`config.mk`:
```
export PLATFORM = sky130hd
export DESIGN_NAME = sum_result_tx
export DESIGN_NICKNAME = d
export VERILOG_FILES = /design/src/rtl/sum_tx_pkg.sv /design/src/rtl/bit_timer.sv /design/src/rtl/sum_result_tx.sv
export SDC_FILE = /design/constraint.sdc
export NUM_CORES = 1
export LEC_CHECK = 0
export BUFFER_PORTS_ARGS = -buffer_cell sky130_fd_sc_hd__buf_2
export CORE_MARGIN = 2
export CORE_UTILIZATION = 45
export CTS_CLUSTER_DIAMETER = 60
export DETAILED_ROUTE_END_ITERATION = 6
export HOLD_SLACK_MARGIN = 0.15
export PLACE_DENSITY = 0.7
export SLEW_MARGIN = 25
export SYNTH_ARGS = -nofsm -noshare
export SYNTH_HDL_FRONTEND = slang
export SYNTH_HIERARCHICAL = 1
export SYNTH_SLANG_ARGS = --single-unit
```
`constraint.sdc`:
```
create_clock -name clk -period 2 [get_ports clk]
set_input_delay 0.2 -clock clk [delete_from_list [all_inputs] [get_ports clk]]
set_output_delay 0.2 -clock clk [all_outputs]
set_load 0.02 [all_outputs]
```
`src/rtl/sum_tx_pkg.sv`:
```
// Shared types and widths for the adder result serial transmitter.
package sum_tx_pkg;

  typedef enum logic [1:0] {
    IDLE  = 2'd0,
    START = 2'd1,
    DATA  = 2'd2,
    STOP  = 2'd3
  } state_t;

  localparam int unsigned SUM_W            = 8;
  localparam int unsigned RESULT_W         = SUM_W + 1;
  localparam int unsigned CLKS_PER_BIT_DEF = 16;

endpackage

```
`src/rtl/bit_timer.sv`:
```
// Bit-period counter: tick marks the last clock of each serial bit.
module bit_timer
  import sum_tx_pkg::*;
#(
  parameter int unsigned CLKS_PER_BIT = CLKS_PER_BIT_DEF
) (
  input  logic clk,
  input  logic rst,
  input  logic clear,
  output logic tick
);

  localparam int unsigned CNT_W = (CLKS_PER_BIT > 1) ? $clog2(CLKS_PER_BIT) : 1;
  localparam logic [CNT_W-1:0] LAST = CNT_W'(CLKS_PER_BIT - 1);

  logic [CNT_W-1:0] cnt;

  // Explicit wrap so non-power-of-two periods work.
  always_ff @(posedge clk) begin
    if (rst || clear) begin
      cnt <= '0;
    end else if (cnt == LAST) begin
      cnt <= '0;
    end else begin
      cnt <= cnt + CNT_W'(1);
    end
  end

  assign tick = (cnt == LAST);

endmodule

```
`src/rtl/sum_result_tx.sv`:
```
// Serial transmitter for one {carry, sum} result: start bit, data LSB first, stop bit.
module sum_result_tx
  import sum_tx_pkg::*;
#(
  parameter int unsigned CLKS_PER_BIT = CLKS_PER_BIT_DEF,
  parameter int unsigned DATA_W       = RESULT_W
) (
  input  logic              clk,
  input  logic              rst,
  input  logic              in_valid,
  output logic              in_ready,
  input  logic [DATA_W-1:0] in_data,
  output logic              tx,
  output logic              busy,
  output logic              frame_done
);

  localparam int unsigned      IDX_W    = (DATA_W > 1) ? $clog2(DATA_W) : 1;
  localparam logic [IDX_W-1:0] LAST_IDX = IDX_W'(DATA_W - 1);

  state_t            state;
  state_t            state_nxt;
  logic [DATA_W-1:0] shreg;
  logic [IDX_W-1:0]  bit_idx;
  logic              tick;
  logic              accept_c;
  logic              tx_nxt;
  logic              busy_nxt;
  logic              done_nxt;

  assign in_ready = (state == IDLE);
  assign accept_c = in_valid & in_ready;

  bit_timer #(
    .CLKS_PER_BIT(CLKS_PER_BIT)
  ) u_bit_timer (
    .clk  (clk),
    .rst  (rst),
    .clear(accept_c),
    .tick (tick)
  );

  always_ff @(posedge clk) begin
    if (rst) begin
      state <= IDLE;
    end else begin
      state <= state_nxt;
    end
  end

  always_comb begin
    state_nxt = state;
    case (state)
      IDLE:    if (accept_c) state_nxt = START;
      START:   if (tick) state_nxt = DATA;
      DATA:    if (tick && (bit_idx == LAST_IDX)) state_nxt = STOP;
      STOP:    if (tick) state_nxt = IDLE;
      default: state_nxt = IDLE;
    endcase
  end

  // Outputs lag the state by one cycle; busy still high in the first IDLE
  // cycle is what marks the end of a completed frame.
  always_comb begin
    tx_nxt   = 1'b1;
    busy_nxt = (state != IDLE);
    done_nxt = (state == IDLE) & busy;
    case (state)
      START:   tx_nxt = 1'b0;
      DATA:    tx_nxt = shreg[0];
      default: tx_nxt = 1'b1;
    endcase
  end

  always_ff @(posedge clk) begin
    if (rst) begin
      tx         <= 1'b1;
      busy       <= 1'b0;
      frame_done <= 1'b0;
    end else begin
      tx         <= tx_nxt;
      busy       <= busy_nxt;
      frame_done <= done_nxt;
    end
  end

  // Payload is captured only on the handshake and shifted once per data bit.
  always_ff @(posedge clk) begin
    if (rst) begin
      shreg   <= '0;
      bit_idx <= '0;
    end else if (accept_c) begin
      shreg   <= in_data;
      bit_idx <= '0;
    end else if ((state == DATA) && tick) begin
      shreg   <= DATA_W'(shreg >> 1);
      bit_idx <= bit_idx + IDX_W'(1);
    end
  end

endmodule
```
**Word level (Yosys, flattened, before mapping)**

Cells that the tools add are included.
Widths: inputs -> output; s select.

- Bits in latches: 0
- Register bits after elaboration: 22
- ROM bits: 0
- Input port bits: 12
- Memories kept: 0
- Memory bits (writable): 0

- $mul: 0
- Bitwise operators: 2
- Divide/modulo/power cells: 0
- Order comparisons: 0
- Equal/unequal tests: 9
- $add $sub $neg: 2
- Shift-type cells: 0
- Reductions and logical operators: 9
- Muxes and demuxes: 8

Operators with widths:

| cell | number |
|---|---|
| $mux 9 | 2 |
| $add 4x1->4 const B | 2 |
| $eq 4x4->1 const B | 2 |
| $mux 2 | 4 |
| $pmux 2 s4 | 1 |
| $ne 2x2->1 const B | 3 |
| $eq 2x2->1 const B | 2 |
| $reduce_and 4->1 | 1 |
| $reduce_bool 2->1 | 2 |
| $reduce_or 2->1 | 2 |
| $and 1x1->1 | 2 |
| $eq 2x1->1 const B | 1 |
| $logic_and 1x1->1 | 2 |
| $logic_not 2->1 | 1 |
| $ne 2x1->1 const B | 1 |
| $pmux 1 s2 | 1 |
| $logic_or 1x1->1 | 1 |

**Depth between registers and ports, before layout**

- Word-level depth: 4
- Depth in mapped cells: 7

**Modules after synthesis**

Netlist, hierarchy kept.

By module, submodules not included:

| module | area each (um2) | cells an instance | times used | sequential area each (um2) |
|---|---|---|---|---|
| sum_result_tx | 857.1 | 99 | 1 | 360.3 |
| bit_timer | 157.7 | 16 | 1 | 80.1 |

**Worst setup path before layout**

Ideal clock, no wire load.

- Path type: register to register
- From: register state[0]
- To: register state[0]
- Setup time: 0.086 ns
- Data arrival time: 1.620 ns
- Stages on the path, launching flop included: 6
- Setup slack: 0.295 ns
- Cell sequence: dfxtp_1 -> inv_1 -> ha_1 -> or3_1 -> a221o_1 -> a211oi_1

- Word-level cells in the longest chain between the ends: 4
- Elaborated cells between the ends (all ways): 11
- Classes of those cells: eq/ne: 7; mux: 1; bitwise: 1; reduce/logical: 2

Ends and longest elaborated chain:

| what | RTL line | source |
|---|---|---|
| from (decl) | sum_result_tx.sv:21 | `state_t state;` |
| from (signal assigned) | sum_result_tx.sv:47 | `state <= state_nxt;` |
| $logic_not 2->1 | sum_result_tx.sv:31, sum_result_tx.sv:53 |  |
| $and 1x1->1 | sum_result_tx.sv:32 | `assign accept_c = in_valid & in_ready;` |
| $ne 2x1->1 (no line) | - |  |
| $reduce_and 4->1 (no line) | - |  |

Several ways; a longest one is shown, not always the timed one.
A chain may end at the register's enable or synchronous reset.

**Worst setup path in the final report**

Ends and elaborated chain as after synthesis.

==> impl_results.md <==
- # H-tree levels: 1
- Share of cells above drive strength 1: 0.185
- Core area: 0.00217 sq mm
- Worst hold path class: input port to flip-flop
- Net Count, Synth: 135
- Standard-cell rows: 17
- Final core utilization: 0.560
- Register area share after synthesis: 0.434
- Largest net degree at the start of global routing: 22
- DRT Pass-1 Iters: 4
- Remaining routing DRC violations: 0
- CTS tree: done
- Setup TNS: 0 ns
- Status: complete, no violations
- Vias: 819
- Setup Fix Bufs, Post-CTS: 0
- Req. time, crit path: 2.23 ns
- WHS Path Cells: 3
- Total congestion overflow: 0
- RSZ-0062 raised after global routing: no
- Design area: 0.00121 sq mm
- Placed Area: 0.00113 sq mm
- Setup CP Type: flip-flop to flip-flop
- Detailed Place HPWL: 1.33 mm
- Slew @ Worst Pin: 0.360 ns
- Fmax: 558 MHz
- Max clock buf depth: 2
- Cts repair resizes: 0
- Layout area overhead: 19.7%
- Unique masters post-synth: 25
- Reg2Reg Depth: 5
- WL/cell: 11.6 um
- Final hold vios: 0
- Top cell type's share of synthesized area: 0.434
- Clk Latency, worst-skew pair: 0.30 ns
- VDD IR-drop max: 701 uV
- Slew Limit Fails: 0
- Synth top area cells: dfxtp_1 43%, ha_1 9.9%, a311oi_1 6.9%, nand3_1 6.4%, nand2_1 4.4%
- PortBufs: 15
- DRT iter0 DRCs: 12
- Cell area after synthesis: 0.00101 sq mm
- Fin nets: 156
- Final critical-path required period: 1.79 ns
- Worst Setup Start Kind: flip-flop
- Critical Path Fanout Max: 4
- Drt via density: 5.02
- CTS Sinks: 22
- First-pass GRT wire length: 3.51 mm
- Initial antenna violation count: 0
- Diode count: 0
- Vias in the first global route: 807
- Critical Path AT: 2.02 ns
- Hold-fix buffer count after cts: 3
- Finish-stage setup viols: 0
- All-Layer GR Usage: 0.177
- Setup crit end kind: flip-flop
- Final ANT Viol Nets: 0
- DIE AREA: 0.00265 sq mm
- CTS Buf Count: 3
- Final clock skew: 0.00442 ns
- Area leader, netlist: dfxtp_1
- Yosys Warn Count: 6
- Die height: 51.5 um
- WHS: 0.165 ns
- Root buffer cell: clkbuf_4
- Initial core utilization: 0.468
- Fin crit share: 0.896
- I/O pin count: 16
- Synthesized area per cell: 8.82 sq um
- Cells after synthesis: 115
- Normalized max-slew margin: 0.754
- Max_cap viols: 0
- Reg clk slew, reported paths: 0.12 ns
- Pwr dens: 1040 mW/mm^2
- FF+latch count, synth: 22
- Die width: 51.5 um
- Pleak: 0.000516 uW
- Gpl congestion: 0.717
- WL final: 1.88 mm
[area by class of cell]
| cell class | instances | area, sq um |
|---|---|---|
| Timing Repair Buffer | 22 | 135 |
| Tap cell | 28 | 35.0 |
| Clock buffer | 3 | 22.5 |
| Fill cell | 211 | 955 |
| Sequential cell | 22 | 440 |
| Multi-Input combinational cell | 79 | 522 |
| Clock inverter | 1 | 30.0 |
| Inverter | 8 | 30.0 |
[cells in the final DEF (no fill, tap or decap)]
| cell type | count |
|---|---|
| a2111oi_0 | 1 |
| a211oi_1 | 2 |
| a21oi_1 | 1 |
| a221o_1 | 1 |
| a311oi_1 | 8 |
| and3_1 | 1 |
| and3b_1 | 1 |
| buf_2 | 15 |
| buf_4 | 4 |
| bufinv_16 | 1 |
| clkbuf_4 | 3 |
| dfxtp_1 | 22 |
| dlygate4sd3_1 | 3 |
| ha_1 | 8 |
| inv_1 | 8 |
| mux2i_1 | 3 |
| nand2_1 | 12 |
| nand2b_1 | 3 |
| nand3_1 | 13 |
| nand3b_1 | 1 |
| nor2_1 | 11 |
| nor2_2 | 1 |
| nor2b_1 | 1 |
| nor3_1 | 3 |
| nor3_2 | 1 |
| o21ai_0 | 1 |
| or3_1 | 2 |
| xnor2_1 | 2 |
| xor2_1 | 2 |
[critical path: stages (launching register included)]
cell,delay [ns]
dfxtp_1,0.39
inv_1,0.11
ha_1,0.22
or3_1,0.39
a221o_1,0.38
a211oi_1,0.23
[state kept, by name, indices dropped and copies added, names as in the netlist]
signal	flops
shreg	9
busy	1
tx	1
u_bit_timer/cnt	4
bit_idx	4
state	2
frame_done	1
[per-layer routing]
layer | vias up | part of all wire | global-route usage
li1 | 439 | - | -
met1 | 366 | 0.50 | 0.233
met2 | 10 | 0.45 | 0.269
met3 | 4 | 0.027 | 0.0351
met4 | 0 | 0.024 | 0.0965
met5 | - | 0 | 0
[per-stage QoR]
stage                     total power, uW  instances  worst slack [ns]
after floorplan                       842        115             0.295
after global placement                931        156             0.318
after detailed placement              944        156             0.240
after CTS                            1290        163             0.207
after global routing                 1360        163             0.108
final                                1270        163             0.209
[Yosys cell counts (all sizes together)]
cell type and instances:
dfxtp 22, nand3 13, nand2 12, nor2 12, a311oi 8, ha 8, inv 8, clkbuf 6
nor3 4, mux2i 3, nand2b 3, a211oi 2, or3 2, xnor2 2, xor2 2, a2111oi 1
a21oi 1, a221o 1, and3 1, and3b 1, nand3b 1, nor2b 1, o21ai 1
[final timing paths]
check	start	to	slack, ns
setup reg to reg	state[0]	state[0]	0.21
setup / recovery	state[0]	state[0]	0.21
hold / removal	in_data[0]	shreg[0]	0.16
hold reg to reg	u_bit_timer/cnt[0]	u_bit_timer/cnt[0]	0.46
[power by group]
| part | switching [uW] | internal [uW] |
|---|---|---|
| sequential | 47.1 | 531 |
| clock | 131 | 203 |
| combinational | 210 | 148 |
| total | 387 | 881 |
[kinds of logic after synthesis]
| kind of cell | count (synthesis) | synth area share |
|---|---|---|
| AOI/OAI and AO/OA | 14 | 0.112 |
| xor gates and xnor gates | 4 | 0.0345 |
| adders and majority gates | 8 | 0.0986 |
| buffers and inverters | 14 | 0.0518 |
| DFF | 22 | 0.434 |
| muxes | 3 | 0.0296 |
| and+or+nand+nor | 50 | 0.239 |
No activity file was read; power rests on OpenSTA's default activity.
